**src/rtl/dma_sched_pkg.sv**
```systemverilog
// Shared types and constants for the DMA channel scheduler.
package dma_sched_pkg;

    localparam int unsigned NUM_CH = 4;
    localparam int unsigned CH_W   = 2;

    localparam logic [NUM_CH-1:0] MASK_RST = 4'b1111;

    typedef enum logic [1:0] {
        ST_IDLE = 2'd0,
        ST_REQ  = 2'd1,
        ST_XFER = 2'd2,
        ST_TERM = 2'd3
    } state_e;

    function automatic logic [NUM_CH-1:0] ch_onehot(input logic [CH_W-1:0] ch);
        return NUM_CH'(1) << ch;
    endfunction

endpackage

```
**src/rtl/dma_prio_encoder.sv**
```systemverilog
// Masked priority encoder; the rotation offset names the highest-priority channel.
module dma_prio_encoder
    import dma_sched_pkg::*;
(
    input  logic [NUM_CH-1:0] req,
    input  logic [NUM_CH-1:0] mask,
    input  logic [CH_W-1:0]   rot,
    output logic              valid_c,
    output logic [CH_W-1:0]   idx_c
);

    logic [NUM_CH-1:0] elig;

    assign elig = req & ~mask;

    // Scan from rot upward, wrapping, and keep the first eligible channel.
    always_comb begin
        valid_c = 1'b0;
        idx_c   = '0;
        for (int unsigned i = 0; i < NUM_CH; i++) begin
            if (!valid_c && elig[rot + CH_W'(i)]) begin
                valid_c = 1'b1;
                idx_c   = rot + CH_W'(i);
            end
        end
    end

endmodule

```
**src/rtl/dma_channel_scheduler.sv**
```systemverilog
// Four-channel DMA request scheduler: arbitration, hold handshake, count and TC tracking.
// Optional build macro DMA_ROTATE_PRIORITY_EN enables rotating priority.
module dma_channel_scheduler
    import dma_sched_pkg::*;
#(
    parameter int unsigned CNT_W = 16
) (
    input  logic              CLK,
    input  logic              RESET,
    input  logic [NUM_CH-1:0] dreq,
    input  logic              hlda,
    input  logic              xfer_done,
    input  logic              mask_wr,
    input  logic [NUM_CH-1:0] mask_data,
    input  logic              cnt_wr,
    input  logic [CH_W-1:0]   cnt_ch,
    input  logic [CNT_W-1:0]  cnt_data,
    input  logic [NUM_CH-1:0] autoinit,
    input  logic              status_rd,
    output logic              hrq,
    output logic [NUM_CH-1:0] dack,
    output logic [CH_W-1:0]   ch_sel,
    output logic              tc,
    output logic [NUM_CH-1:0] tc_status,
    output logic [NUM_CH-1:0] mask,
    output logic              busy
);

    state_e            state_q, state_d;
    logic [CH_W-1:0]   ch_sel_q, ch_sel_d;
    logic              hrq_q, hrq_d;
    logic              tc_q, tc_d;
    logic              busy_q, busy_d;
    logic [NUM_CH-1:0] dack_q, dack_d;
    logic [NUM_CH-1:0] tc_status_q, tc_status_d;
    logic [NUM_CH-1:0] mask_q, mask_d;
    logic [CNT_W-1:0]  base_q [NUM_CH];
    logic [CNT_W-1:0]  base_d [NUM_CH];
    logic [CNT_W-1:0]  cur_q  [NUM_CH];
    logic [CNT_W-1:0]  cur_d  [NUM_CH];

    logic              prio_valid_c;
    logic [CH_W-1:0]   prio_idx_c;
    logic [CH_W-1:0]   rot_c;

    dma_prio_encoder u_prio (
        .req     (dreq),
        .mask    (mask_q),
        .rot     (rot_c),
        .valid_c (prio_valid_c),
        .idx_c   (prio_idx_c)
    );

`ifdef DMA_ROTATE_PRIORITY_EN
    logic [CH_W-1:0] rot_q, rot_d;

    // After servicing a channel, the next index up becomes highest priority.
    always_comb begin
        rot_d = rot_q;
        if ((state_q == ST_XFER || state_q == ST_TERM) && state_d == ST_IDLE) begin
            rot_d = ch_sel_q + CH_W'(1);
        end
    end

    always_ff @(posedge CLK or posedge RESET) begin
        if (RESET) begin
            rot_q <= '0;
        end else begin
            rot_q <= rot_d;
        end
    end

    assign rot_c = rot_q;
`else
    assign rot_c = '0;
`endif

    always_comb begin
        state_d     = state_q;
        ch_sel_d    = ch_sel_q;
        hrq_d       = hrq_q;
        dack_d      = dack_q;
        tc_d        = 1'b0;
        tc_status_d = status_rd ? '0 : tc_status_q;
        mask_d      = mask_wr ? mask_data : mask_q;
        base_d      = base_q;
        cur_d       = cur_q;

        // The serviced channel's counters belong to the FSM while busy.
        if (cnt_wr && !(busy_q && cnt_ch == ch_sel_q)) begin
            base_d[cnt_ch] = cnt_data;
            cur_d[cnt_ch]  = cnt_data;
        end

        case (state_q)
            ST_IDLE: begin
                if (prio_valid_c) begin
                    ch_sel_d = prio_idx_c;
                    hrq_d    = 1'b1;
                    state_d  = ST_REQ;
                end
            end
            ST_REQ: begin
                if (hlda) begin
                    dack_d  = ch_onehot(ch_sel_q);
                    state_d = ST_XFER;
                end
            end
            ST_XFER: begin
                if (xfer_done) begin
                    // Decrement from zero wraps to all-ones and marks terminal count.
                    cur_d[ch_sel_q] = cur_q[ch_sel_q] - CNT_W'(1);
                    if (cur_q[ch_sel_q] == '0) begin
                        tc_d    = 1'b1;
                        state_d = ST_TERM;
                    end else if (!dreq[ch_sel_q] || mask_q[ch_sel_q]) begin
                        state_d = ST_IDLE;
                    end
                end
                if (!hlda) begin
                    tc_d    = 1'b0;
                    state_d = ST_IDLE;
                end
            end
            ST_TERM: begin
                tc_status_d[ch_sel_q] = 1'b1;
                if (autoinit[ch_sel_q]) begin
                    cur_d[ch_sel_q] = base_q[ch_sel_q];
                end else begin
                    mask_d[ch_sel_q] = 1'b1;
                end
                state_d = ST_IDLE;
            end
            default: state_d = ST_IDLE;
        endcase

        if (state_d == ST_IDLE) begin
            hrq_d  = 1'b0;
            dack_d = '0;
        end
        busy_d = (state_d != ST_IDLE);
    end

    always_ff @(posedge CLK or posedge RESET) begin
        if (RESET) begin
            state_q     <= ST_IDLE;
            ch_sel_q    <= '0;
            hrq_q       <= 1'b0;
            tc_q        <= 1'b0;
            busy_q      <= 1'b0;
            dack_q      <= '0;
            tc_status_q <= '0;
            mask_q      <= MASK_RST;
            for (int unsigned i = 0; i < NUM_CH; i++) begin
                base_q[i] <= '0;
                cur_q[i]  <= '0;
            end
        end else begin
            state_q     <= state_d;
            ch_sel_q    <= ch_sel_d;
            hrq_q       <= hrq_d;
            tc_q        <= tc_d;
            busy_q      <= busy_d;
            dack_q      <= dack_d;
            tc_status_q <= tc_status_d;
            mask_q      <= mask_d;
            base_q      <= base_d;
            cur_q       <= cur_d;
        end
    end

    assign hrq       = hrq_q;
    assign dack      = dack_q;
    assign ch_sel    = ch_sel_q;
    assign tc        = tc_q;
    assign tc_status = tc_status_q;
    assign mask      = mask_q;
    assign busy      = busy_q;

endmodule

```
**config.mk**
```make
export PLATFORM = sky130hd
export DESIGN_NAME = dma_channel_scheduler
export DESIGN_NICKNAME = d
export VERILOG_FILES = /design/src/rtl/dma_sched_pkg.sv /design/src/rtl/dma_prio_encoder.sv /design/src/rtl/dma_channel_scheduler.sv
export SDC_FILE = /design/constraint.sdc
export NUM_CORES = 1
export LEC_CHECK = 0
export CELL_PAD_IN_SITES_DETAIL_PLACEMENT = 1
export CELL_PAD_IN_SITES_GLOBAL_PLACEMENT = 2
export CORE_MARGIN = 10
export CORE_UTILIZATION = 38
export DETAILED_ROUTE_END_ITERATION = 8
export GPL_ROUTABILITY_DRIVEN = 0
export PLACE_DENSITY_LB_ADDON = 0.1
export SETUP_SLACK_MARGIN = 0.4
export SYNTH_ARGS = -nofsm -noshare
export SYNTH_HDL_FRONTEND = slang
export SYNTH_SLANG_ARGS = --single-unit
export TNS_END_PERCENT = 20
```
**constraint.sdc**
```tcl
create_clock -name CLK -period 6.2 [get_ports CLK]
set_input_delay 1.55 -clock CLK [delete_from_list [all_inputs] [get_ports CLK]]
set_output_delay 1.55 -clock CLK [all_outputs]
set_load 0.03 [all_outputs]
```
==> key figures <==
Setup path
  • Crit-path slowest cell: a21boi_0
  • Worst setup EP type: flip-flop
  • Setup CP Type: input port to flip-flop
  • CP required: 6480 ps
  • Worst R2R Start: ch_sel[0]$_DFFE_PP0P_
  • Critical path data arrival time: 4150 ps
  • Critical path origin: xfer_done
  • Crit path largest cell delay: 840 ps
  • Worst-path cell chain: clkdlybuf4s50_1 -> nand3b_1 -> a21boi_0 -> buf_4 -> a21boi_0 -> buf_4 -> a21oi_1 -> a221oi_1 -> o21ai_0
  • CP max FO: 6
  • Top delay family on crit path: compound AO/OA/AOI/OAI gates
  • CP startpoint kind: input port
  • Buffers & Inverters on Critical Path: 3

Finish
  • Share of cells above drive strength 1: 14.06%
  • Synth-to-Final Area Change: 18.72%
  • Commonest cells after routing, fill and taps aside: nand2_1, dfrtp_1, a21oi_1
  • Nets: 850
  • Diodes inserted: 0
  • Most common cell after layout, fill and taps aside: nand2_1

Floorplanning
  • Die Area: 26090 um^2
  • Initial Util: 38.86%
  • Row count: 51
  • Core area: 19590 um^2
  • Io pins: 54
  • DIE WIDTH: 161.5 um
  • Die Y: 161.5 um

Route
  • WL/cell: 24.39 um
  • First-pass iteration count of the detailed router: 5
  • Drt total wl: 26.59 mm
  • DRC: 0
  • Avg Vias per Cell: 5.805
  • Initial DRC Count: 514
  • Total number of vias: 6327
  • Antenna-violating nets left: 0

STA
  • Hold Fails Final Rpt: 0
  • Slew HR: 13.63%
  • Fin crit period: 3874 ps
  • Setup TNS: 0 ps
  • Post-Route Skew: 12.41 ps
  • RSZ-0062 raised after global routing: no
  • Final slew viol count: 0
  • Achievable Freq: 258.1 MHz
  • Final setup viols: 0
  • Worst slew pin tran: 1291 ps
  • WHS: 471.8 ps
  • Period utilization: 62.48%

Logic synthesis
  • Post-synth EDFFs: 0
  • Ys async rst share: 100.0%
  • Sequential element share of the synthesized area: 48.39%
  • Post-Syn Nets: 808
  • Yosys warning total: 0
  • Distinct cells, synth: 51
  • Primary FF master, synth: dfrtp_1
  • Synthesized area per cell: 9.886 um^2
  • Number of synthesized register bits: 147
  • Post-Syn Instances: 770
  • Cell area after synthesis: 7612 um^2

Placement
  • Dpl hpwl: 17.01 mm
  • IO Port Bufs: 53

CTS
  • Post-CTS Setup Inserts: 0
  • Worst skew pair latency: 440 ps
  • Cts hold-fix bufs: 0
  • Root Buffer: clkbuf_16
  • Num Clock Sinks: 147
  • CTS tree: done
  • CTS buffer count: 17
  • H-tree depth: 4
  • # resized after CTS: 0
  • Clock buffer depth: 2
  • Clock transition at path regs: 70 ps

Power and ir drop
  • Pleak: 4.050 nW
  • Power per cell area: 523.6 nW/um^2
  • Peak supply drop: 189.1 uV

GRT
  • First-pass GRT wire length: 42.16 mm
  • Initial antenna violation count: 0
  • Largest net degree at the start of global routing: 110
  • Vias in the first global route: 6846
  • Overflow after GRT: 0
  • GRT Overall Usage: 20.78%

Worst hold path
  • Worst hold path class: flip-flop to flip-flop
  • Worst Hold Launch: base_q[30]$_DFFE_PP0P_

Outcome
  • Status: complete, no violations

Run
  • Max_cap viols: 0
synthesized netlist by cell type, types with 2 or more instances:
cell type    n  area share, %
nand2_1    237             12
dfrtp_1    143             47
a21oi_1     72            4.7
o21ai_0     37            2.4
mux2i_1     33            4.3
mux4_2      33            9.8
clkbuf_1    28            1.4
o221ai_1    26            3.0
nor2_1      22            1.1
mux2_2      16            2.4
buf_2       10           0.66
inv_1       10           0.49
buf_1        7           0.35
xnor2_1      7           0.81
a21boi_0     6           0.59
nor3_1       6           0.39
nand2b_1     5           0.41
nand3_1      5           0.33
xor2_1       5           0.58
a22o_1       4           0.46
a31oi_1      4           0.33
dfstp_2      4            1.4
o211ai_1     4           0.39
a221oi_1     3           0.35
and2_1       3           0.25
nor2b_1      3           0.25
o21ai_1      3           0.20
or2_2        3           0.25
a211o_1      2           0.23
a211oi_1     2           0.20
a21o_1       2           0.20
and3_1       2           0.16
nand3b_1     2           0.20
o31ai_1      2           0.20
o41ai_1      2           0.23
or4_4        2           0.30
per-layer routing:
metal	GRT usage (%)	vias up	share of wire, %
met5	0	-	0
met4	5.749	0	1.5
met3	3.915	35	5.2
met2	34.02	180	48
met1	27.51	3301	45
li1	-	2811	-
path summary, 6_finish.rpt:
path / slack [ps] / end / cells past startpoint
hold reg to reg: 470 / base_q[30]$_DFFE_PP0P_ / 2
hold / removal: 470 / base_q[30]$_DFFE_PP0P_ / 2
min in group asynchronous: 1710 / base_q[31]$_DFFE_PP0P_ / 2
max in group asynchronous: 3330 / base_q[24]$_DFFE_PP0P_ / 3
setup reg to reg: 2440 / cur_q[46]$_DFF_PP0_ / 8
setup / recovery: 2330 / cur_q[46]$_DFF_PP0_ / 9
final cells by class:
| class | count | area (um^2) |
|---|---|---|
| Tap cell | 265 | 331.6 |
| Sequential cell | 147 | 3686 |
| Clock buffer | 21 | 480.5 |
| Fill cell | 2202 | 10550 |
| Multi-Input combinational cell | 567 | 3720 |
| Clock inverter | 11 | 126.4 |
| Timing Repair Buffer | 69 | 650.6 |
| Inverter | 10 | 42.54 |
where the power goes:
part / internal [W] / total [W] / switching, W
Combinational: 0.000833 / 0.00205 / 0.00121
Sequential: 0.00135 / 0.00162 / 0.000264
Clock: 0.000637 / 0.00107 / 0.000432
Total: 0.00282 / 0.00473 / 0.00191
worst reg2reg max path: stages (launching register included):
cell and delay, ps:
dfrtp_2 410, buf_4 470, nor2b_1 600, nand2_1 480, a21boi_0 960, buf_4 320, a21oi_1 60, a221oi_1 190
o21ai_0 130
flip-flops by register name, summed over array words and instances, names as in the netlist:
signal	cells
base_q	64
busy	1
ch_sel	2
cur_q	64
dack	4
hrq	1
mask	4
state_q	2
tc	1
tc_status	4
through the flow:
step                      util (%)  setup WS, ps  area (um^2)  std cells  total power (W)
after global routing         46.13          2018         9037       1090         0.005045
after floorplan                  -         705.3         7612        770         0.003009
final                        46.13          2326         9037       1090         0.004732
after CTS                    46.13          2329         9037       1090         0.004739
after global placement       43.04          1936         8431       1058         0.003571
after detailed placement     43.04          1868         8431       1058         0.003657
kinds of logic after synthesis:
kind of cell	share of synthesized area, %
flops	48.39
xor+xnor	1.381
simple gates	16.50
mux	16.47
compound gates	14.07
fa+ha+maj	0.1643
buf+inv	3.024
Note: power is estimated with default switching activity, not from simulation.
